<file path="src/rtl/sq_check_16bit_if.sv">
// Request/result bundle for the fixed-point squarer and residual checker.
// master drives the root and reference; slave returns the square, residual and status.
interface sq_check_16bit_if #(
    parameter int N = 16
);
    logic             start_i;
    logic [N:0]       yint_i;
    logic [N-1:0]     ydec_i;
    logic [2*N:0]     xref_i;
    logic             busy_o;
    logic             done_o;
    logic [2*N+2:0]   sq_o;
    logic [2*N+3:0]   diff_o;
    logic             within_o;

    modport master (
        output start_i, yint_i, ydec_i, xref_i,
        input  busy_o, done_o, sq_o, diff_o, within_o
    );

    modport slave (
        input  start_i, yint_i, ydec_i, xref_i,
        output busy_o, done_o, sq_o, diff_o, within_o
    );
endinterface

</file>
<file path="src/rtl/sq_check_16bit.sv">
// Squares a Q(N+1).N root back to a rounded integer with a bit-serial shift-add
// multiplier, then reports the signed residual against a reference square.
module sq_check_16bit #(
    parameter int N   = 16,
    parameter int TOL = 1
) (
    input logic             clk_i,
    input logic             rst_i,
    sq_check_16bit_if.slave bus
);
    localparam int YW = 2 * N + 1;
    localparam int AW = 4 * N + 2;
    localparam int SW = 2 * N + 3;
    localparam int DW = 2 * N + 4;
    localparam int CW = $clog2(2 * N + 1);
    localparam logic [CW-1:0] LAST = CW'(2 * N);

    typedef enum logic [1:0] {
        IDLE,
        MUL,
        ROUND,
        DONE
    } state_t;

    state_t          state;
    logic [YW-1:0]   mult;
    logic [AW-1:0]   mcand;
    logic [AW-1:0]   acc;
    logic [YW-1:0]   xref;
    logic [CW-1:0]   cnt;

    logic            busy_q;
    logic            done_q;
    logic [SW-1:0]   sq_q;
    logic [DW-1:0]   diff_q;
    logic            within_q;

    logic [SW-1:0]   sq_n;
    logic [DW-1:0]   diff_n;
    logic [DW-1:0]   mag_n;
    logic            within_n;
    logic [YW-1:0]   y_in;

    assign y_in = {bus.yint_i, bus.ydec_i};

    // Adding 2^(2N-1) then dropping 2N bits is the same as adding bit 2N-1.
    assign sq_n = {1'b0, acc[AW-1:2*N]}
                + {{(SW-1){1'b0}}, acc[2*N-1]};

    assign diff_n   = {1'b0, sq_n} - {3'b000, xref};
    assign mag_n    = diff_n[DW-1] ? (~diff_n + 1'b1) : diff_n;
    assign within_n = (mag_n <= DW'(TOL));

    always_ff @(posedge clk_i) begin
        if (!rst_i) begin
            state    <= IDLE;
            mult     <= '0;
            mcand    <= '0;
            acc      <= '0;
            xref     <= '0;
            cnt      <= '0;
            busy_q   <= 1'b0;
            done_q   <= 1'b0;
            sq_q     <= '0;
            diff_q   <= '0;
            within_q <= 1'b0;
        end else begin
            done_q <= 1'b0;
            unique case (state)
                IDLE, DONE: begin
                    if (bus.start_i) begin
                        mult   <= y_in;
                        mcand  <= {{(AW-YW){1'b0}}, y_in};
                        acc    <= '0;
                        xref   <= bus.xref_i;
                        cnt    <= '0;
                        busy_q <= 1'b1;
                        state  <= MUL;
                    end else begin
                        state <= IDLE;
                    end
                end
                MUL: begin
                    if (mult[0]) begin
                        acc <= acc + mcand;
                    end
                    mcand <= mcand << 1;
                    mult  <= mult >> 1;
                    cnt   <= cnt + 1'b1;
                    if (cnt == LAST) begin
                        state <= ROUND;
                    end
                end
                ROUND: begin
                    sq_q     <= sq_n;
                    diff_q   <= diff_n;
                    within_q <= within_n;
                    done_q   <= 1'b1;
                    busy_q   <= 1'b0;
                    state    <= DONE;
                end
                default: state <= IDLE;
            endcase
        end
    end

    assign bus.busy_o   = busy_q;
    assign bus.done_o   = done_q;
    assign bus.sq_o     = sq_q;
    assign bus.diff_o   = diff_q;
    assign bus.within_o = within_q;
endmodule

</file>
<file path="src/flat_wrapper.sv">
// flat-port wrapper written by rule: the top's interface ports become plain ports
module sq_check_16bit_flat 
#(
    parameter int N   = 16,
    parameter int TOL = 1
)
  (clk_i, rst_i, bus_start_i, bus_yint_i, bus_ydec_i, bus_xref_i, bus_busy_o, bus_done_o, bus_sq_o, bus_diff_o, bus_within_o);
  sq_check_16bit_if #(.N(N)) bus_i ();
  input logic clk_i;
  input logic rst_i;
  input wire logic [$bits(bus_i.start_i)-1:0] bus_start_i;
  input wire logic [$bits(bus_i.yint_i)-1:0] bus_yint_i;
  input wire logic [$bits(bus_i.ydec_i)-1:0] bus_ydec_i;
  input wire logic [$bits(bus_i.xref_i)-1:0] bus_xref_i;
  output wire logic [$bits(bus_i.busy_o)-1:0] bus_busy_o;
  output wire logic [$bits(bus_i.done_o)-1:0] bus_done_o;
  output wire logic [$bits(bus_i.sq_o)-1:0] bus_sq_o;
  output wire logic [$bits(bus_i.diff_o)-1:0] bus_diff_o;
  output wire logic [$bits(bus_i.within_o)-1:0] bus_within_o;
  assign bus_i.start_i = bus_start_i;
  assign bus_i.yint_i = bus_yint_i;
  assign bus_i.ydec_i = bus_ydec_i;
  assign bus_i.xref_i = bus_xref_i;
  assign bus_busy_o = bus_i.busy_o;
  assign bus_done_o = bus_i.done_o;
  assign bus_sq_o = bus_i.sq_o;
  assign bus_diff_o = bus_i.diff_o;
  assign bus_within_o = bus_i.within_o;
  sq_check_16bit #(.N(N), .TOL(TOL)) u_core (.clk_i(clk_i), .rst_i(rst_i), .bus(bus_i));
endmodule
</file>
<file path="config.mk">
export PLATFORM = sky130hd
export DESIGN_NAME = sq_check_16bit_flat
export DESIGN_NICKNAME = d
export VERILOG_FILES = /design/src/rtl/sq_check_16bit_if.sv /design/src/rtl/sq_check_16bit.sv /design/src/flat_wrapper.sv
export SDC_FILE = /design/constraint.sdc
export NUM_CORES = 1
export LEC_CHECK = 0
export ABC_AREA = 0
export ABC_CLOCK_PERIOD_IN_PS = 6800
export CORE_MARGIN = 3
export CORE_UTILIZATION = 45
export CTS_BUF_LIST = sky130_fd_sc_hd__clkbuf_4 sky130_fd_sc_hd__clkbuf_8 sky130_fd_sc_hd__clkbuf_16
export CTS_CLUSTER_SIZE = 16
export DETAILED_ROUTE_END_ITERATION = 6
export SYNTH_ARGS = -nofsm -noshare
export SYNTH_HDL_FRONTEND = slang
export SYNTH_SLANG_ARGS = --single-unit
</file>
<file path="constraint.sdc">
create_clock -name clk_i -period 6.8 [get_ports clk_i]
set_input_delay 0.68 -clock clk_i [delete_from_list [all_inputs] [get_ports clk_i]]
set_output_delay 0.68 -clock clk_i [all_outputs]
set_load 0.01 [all_outputs]
</file>
-- Word-level counts from Yosys, hierarchy flattened
Cells that the tools add are included.
- flip-flop bits (word level): 280
- input bits: 69
- $add $sub $neg: 5
- magnitude comparators: 1
- equal/unequal tests: 7
- multiplexer cells: 16
- bitwise logic cells: 1
- reduce and logical (&&, ||, !) cells: 8
- operator list (operator ; count):
    one-hot mux 66 bit (2 select lines) ; 2
    2-to-1 mux 66 bit ; 3
    adder 66 bit ; 1
    one-hot mux 33 bit (2 select lines) ; 1
    adder 36 x 1 -> 36 bit, second input constant ; 1
    less-or-equal comparator 36 x 1 -> 1 bit, second input constant ; 1
    2-to-1 mux 36 bit ; 1
    NOT 36 bit ; 1
    subtractor 35 x 33 -> 36 bit ; 1
    adder 34 x 1 -> 35 bit ; 1
    2-to-1 mux 33 bit ; 1
    one-hot mux 6 bit (2 select lines) ; 1
    adder 6 x 1 -> 6 bit, second input constant ; 1
    equality test 6 bit, second input constant ; 1
    2-to-1 mux 6 bit ; 1
    one-hot mux 2 bit (3 select lines) ; 1
    AND reduction 2 bit ; 3
    equality test 2 bit, second input constant ; 2
    != test 2 x 1 -> 1 bit, second input constant ; 2
    nonzero test 2 bit ; 2
    2-to-1 mux 1 bit ; 3
    AND reduction 3 bit ; 1
    equality test 2 x 1 -> 1 bit, second input constant ; 1
    zero test 2 bit ; 1
    4 further kinds ; 4

-- Longest topological paths before layout
- word-level depth: 6
- depth in mapped cells: 23
- depth with buffers taken out: 21

-- Least setup slack after synthesis
Ideal clock, no wire load.
- path kind: register -> register
- start: register u_core.acc[31]
- end: register u_core.within_q, in the netlist u_core.bus.within_o
- arrival: 5.094 ns
- required time: 6.731 ns
- path slack: 1.636 ns
- cell stages (with the launch flop): 22
- path buffers: 1
- period minus slack after synthesis: 5.164 ns
- cells stage by stage: dfxtp_1 -> ha_1 -> ha_1 -> nand3_1 -> nor4_1 -> nand3_1 -> xnor2_1 -> ha_1 -> clkbuf_2 -> a21oi_2 -> o211ai_1 -> a21oi_1 -> o21ai_0 -> a2111oi_0 -> nor4_2 -> nor4_2 -> nand3_2 -> o41ai_2 -> o32ai_1 -> a2111oi_1 -> o2111ai_1 -> o21ai_1
- longest elaborated chain between the ends: 6
- ends and longest elaborated chain (item ; RTL line ; text):
    start, declared ; sq_check_16bit.sv:28 ; logic [AW-1:0] acc;
    start signal, assigned ; sq_check_16bit.sv:85 ; acc <= acc + mcand;
    adder 34 x 1 -> 35 bit * ; sq_check_16bit.sv:48 ; + {{(SW-1){1'b0}}, acc[2*N-1]};
    via u_core.sq_n[16] ; sq_check_16bit.sv:38 ; logic [SW-1:0] sq_n;
    subtractor 35 x 33 -> 36 bit * ; sq_check_16bit.sv:50 ; assign diff_n = {1'b0, sq_n} - {3'b000, xref};
    NOT 36 bit ; sq_check_16bit.sv:51 ; assign mag_n = diff_n[DW-1] ? (~diff_n + 1'b1) : diff_n;
    adder 36 x 1 -> 36 bit ; sq_check_16bit.sv:51 ;
    2-to-1 mux 36 bit * ; sq_check_16bit.sv:51 ;
    less-or-equal comparator 36 x 1 -> 1 bit * ; sq_check_16bit.sv:52 ; assign within_n = (mag_n <= DW'(TOL));
    end signal, assigned ; sq_check_16bit.sv:97 ; within_q <= within_n;
    end, declared ; sq_check_16bit.sv:36 ; logic within_q;
Mark *: on every way through the listed nets, which the timed path passes. The rest lies on a longest branch.
A chain may end at the register's enable or synchronous reset.

-- Worst setup path after layout
- start: register u_core.acc[32]
- end: register u_core.within_q, in the netlist u_core.bus.within_o
The elaborated chain is that of the path after synthesis.

==> run_results.csv <==
group,metric,value,unit
outcome,status,"finished, final reports clean",
route,drt_wl_total,52770,um
setup_path,crit_buf_inv,0,
setup_path,critical_path_class,"reg2reg",
timing,post-route-period-util,88.32,%
die,die_h,209.1,um
setup_path,slowest_delay,0.98,ns
cts,cts-hold-fix-buffers,0,
synthesis,yosysTopAreaCellShare,30.20,%
route,wl_per_cell,18.02,um
synthesis,ys_warn_count,0,
global_route,antenna_found_initial,1,
die,rows,73,
synthesis,synth_commonest_cells,"nand2_1, dfxtp_1, a21oi_1",
die,ioPinCount,143,
synthesis,synthArstFlopShare,0,%
global_route,grt_max_degree,103,
synthesis,yosysTopAreaCell,"dfxtp_1",
die,coreArea,40280,um^2
route,vias,16860,
placement,dp_hpwl,39210,um
cts,htreeDepth,2,
finish,insertedDiodeCount,0,
power_and_ir_drop,p_leak,9.328,nW
synthesis,synth.most_common_cell,"nand2_1",
hold_path,whs_endpoint,"u_core.bus.within_o$_SDFFE_PN0P_",
setup_path,critPathRequiredTime,7.28,ns
hold_path,hp-class,"reg2reg",
global_route,busiest_layer,"met2",
power_and_ir_drop,total_power,7.155,mW
die,die_w,209.1,um
cts,clkLatencyLatePin,0.56,ns
setup_path,cp_max_fo,9,
power_and_ir_drop,ir_drop,0.0001915,V
finish,fin_cells,2928,
finish,post_route_cells_drive_above_1_share,6.492,%
finish,design_area,21410,um^2
setup_path,r2r_cells,20,
setup_path,slowest_stage,"nor3_1",
cts,root_buffer,"clkbuf_16",
synthesis,syn_area,18560,um^2
timing,slew_headroom,15.09,%
timing,worstMarginPinSlew,1.264,ns
die,dieArea,43720,um^2
route,dr.pass1.iters,5,
die,start_util,46.08,%
synthesis,synth-edff-count,0,
cts,cts_resized,0,
global_route,met3_usage,3.093,%
cts,cts_tree,"built",
timing,final_hold_viol_count,0,
setup_path,cp-start-kind,"flop",
route,drt_iter0_drc,894,
cts,clock_path_buffers,3,
synthesis,avgSynthCellArea,7.994,um^2
placement,dp.cells,2867,
synthesis,synth_ff_type,"dfxtp_1",
global_route,grt_pass1_wl,85530,um
cts,cts.sinks,280,
cts,cts_buffers,34,
setup_path,r2r_start,"u_core.acc[32]$_SDFFE_PN0P_",
cts,clkTransAtPathRegs,0.06,ns
setup_path,rrSetupSlack,0.79,ns
cts,postCtsSetupRepairBufs,0,
setup_path,critPathArrivalTime,6.48,ns
synthesis,synthTopCellsByArea,"dfxtp_1, ha_1, nand2_1",
synthesis,ys_seq_area_share,30.20,%
finish,finalNetCount,2555,
route,post_drt_via_cell_ratio,5.758,
synthesis,synth_cell_types,96,
setup_path,crit_path_start,"u_core.acc[32]$_SDFFE_PN0P_",
placement,dpl_cell_area,20260,um^2
hold_path,worstHoldStart,"u_core.bus.within_o$_SDFFE_PN0P_",
setup_path,timing.rr.end,"u_core.bus.within_o$_SDFFE_PN0P_",
timing,grt_setup_unrepaired,"no",
power_and_ir_drop,power_per_cell_area,334.2,nW/um^2
global_route,grt_pass1_vias,16550,
synthesis,synth_nets,2499,
timing,drv_slew,0,
global_route,track_usage,23.46,%
synthesis,syn_inst,2322,
route,drc,0,
timing,skew,0.02151,ns
timing,layout_min_cycle_time,6.006,ns
placement,portBuffers,142,
hold_path,whs_path_depth,2,
finish,area_delta_synth_final,15.34,%
setup_path,crit_chain,"ha_1 -> nand4_1 -> or4_1 -> nor2_1 -> nand2_1 -> xnor2_1 -> ha_1 -> nand2_1 -> o21ai_0 -> nor3_1 -> a21oi_1 -> o211ai_1 -> nor3_1 -> nor4_1 -> nand4_1 -> o2111a_1 -> o32ai_1 -> a2111oi_1 -> o2111ai_1 -> o21ai_1",
finish,utilization,53.15,%
finish,fillers,3903,
timing,tns,0,ns
job,maxCapViolCount,0,
global_route,grt-ovfl-total,0,
timing,fmax,166.5,MHz
setup_path,worstSetupEndpointType,"flop",
placement,gp_congestion,0.9432,
route,antenna_left,0,
timing,finalSetupViolCount,0,
global_route,met1_usage,28.95,%
synthesis,ys_seq_elements,280,
setup_path,cp_top_family,"simple AND/OR/NAND/NOR gates",
global_route,use_met2,41.67,%
[worst register-to-register path: stages, from the launching register on]
cell,delay (ns)
dfxtp_1,0.36
ha_1,0.24
nand4_1,0.19
or4_1,0.72
nor2_1,0.25
nand2_1,0.10
xnor2_1,0.16
ha_1,0.40
nand2_1,0.14
o21ai_0,0.45
nor3_1,0.10
a21oi_1,0.16
o211ai_1,0.12
nor3_1,0.98
nor4_1,0.25
nand4_1,0.20
o2111a_1,0.21
o32ai_1,0.09
a2111oi_1,0.52
o2111ai_1,0.20
o21ai_1,0.10
[stage by stage]
| step | hold WS [ns] | worst slack [ns] |
|---|---|---|
| floorplan | 0.4315 | 1.636 |
| global placement | 0.4475 | 1.007 |
| detailed placement | 0.4472 | 0.8952 |
| CTS | 0.4557 | 0.8632 |
| global route | 0.4830 | 0.2910 |
| finish | 0.4535 | 0.7945 |
[metal layers]
layer	routed length, um	part of all wire [%]
met1	23610	45
met2	25580	48
met3	1808	3.4
met4	1774	3.4
met5	0	0
[report_power, final]
part | switching (mW) | total [mW] | internal, mW
clock network | 0.748 | 1.85 | 1.10
registers | 0.230 | 2.20 | 1.97
logic | 1.90 | 3.11 | 1.21
[area by class of cell]
type	instances	area [um^2]	area share [%]
Clock buffer	51	1028	4.804
Multi-Input combinational cell	1824	12150	56.74
Timing Repair Buffer	160	1558	7.276
Clock inverter	10	121.4	0.5669
Inverter	78	292.8	1.367
Sequential cell	280	5605	26.18
Tap cell	525	656.9	3.068
[sequential cells by signal, indices dropped and copies added, names as in the netlist]
register / cells
u_core.mcand: 66
u_core.mult: 33
u_core.state: 2
u_core.bus.done_o: 1
u_core.acc: 66
u_core.bus.diff_o: 36
u_core.xref: 33
u_core.bus.sq_o: 35
u_core.bus.busy_o: 1
u_core.cnt: 6
u_core.bus.within_o: 1
[how the worst max path moves through the flow]
stage / endpoint / slack, ns / cells after the start
2_1_floorplan: u_core.bus.within_o$_SDFFE_PN0P_ / 1.64 / 21
3_3_place_gp: u_core.bus.within_o$_SDFFE_PN0P_ / 1.01 / 20
3_5_place_dp: u_core.bus.within_o$_SDFFE_PN0P_ / 0.90 / 20
4_1_cts: u_core.bus.within_o$_SDFFE_PN0P_ / 0.86 / 20
5_1_grt: u_core.bus.within_o$_SDFFE_PN0P_ / 0.29 / 20
6_report: u_core.bus.within_o$_SDFFE_PN0P_ / 0.79 / 20
[cells in the final DEF, fill, tap and decap left out, types with 21 or more instances in the layout]
master	Yosys	layout
a22oi_1	43	43
a21oi_1	169	169
nand2_1	300	300
or2_2	32	32
a21o_1	54	54
and2_1	21	21
nor3_1	32	32
nor2_1	127	127
a21boi_0	75	75
and3_1	25	25
clkbuf_16	0	34
o211a_1	97	97
xnor2_1	67	67
inv_1	78	77
xor2_1	50	50
mux2i_1	24	24
ha_1	106	104
nand4_1	31	31
o21ai_0	89	87
nand3_1	94	94
dfxtp_1	280	280
nor2b_1	111	111
clkdlybuf4s50_1	0	141
[logic make-up (layout without fill, tap and decap cells)]
logic type / Yosys count / after routing / share of synthesized area [%]
AO/OA/AOI/OAI: 704 / 704 / 27.30
XOR/XNOR: 119 / 119 / 5.696
adder cells (fa/ha/maj): 108 / 108 / 7.360
buffers and inverters: 218 / 299 / 4.543
flip-flops: 280 / 280 / 30.20
multiplexers: 26 / 26 / 1.415
AND/OR/NAND/NOR: 867 / 867 / 23.49
Power figures use the tool's default switching activity.
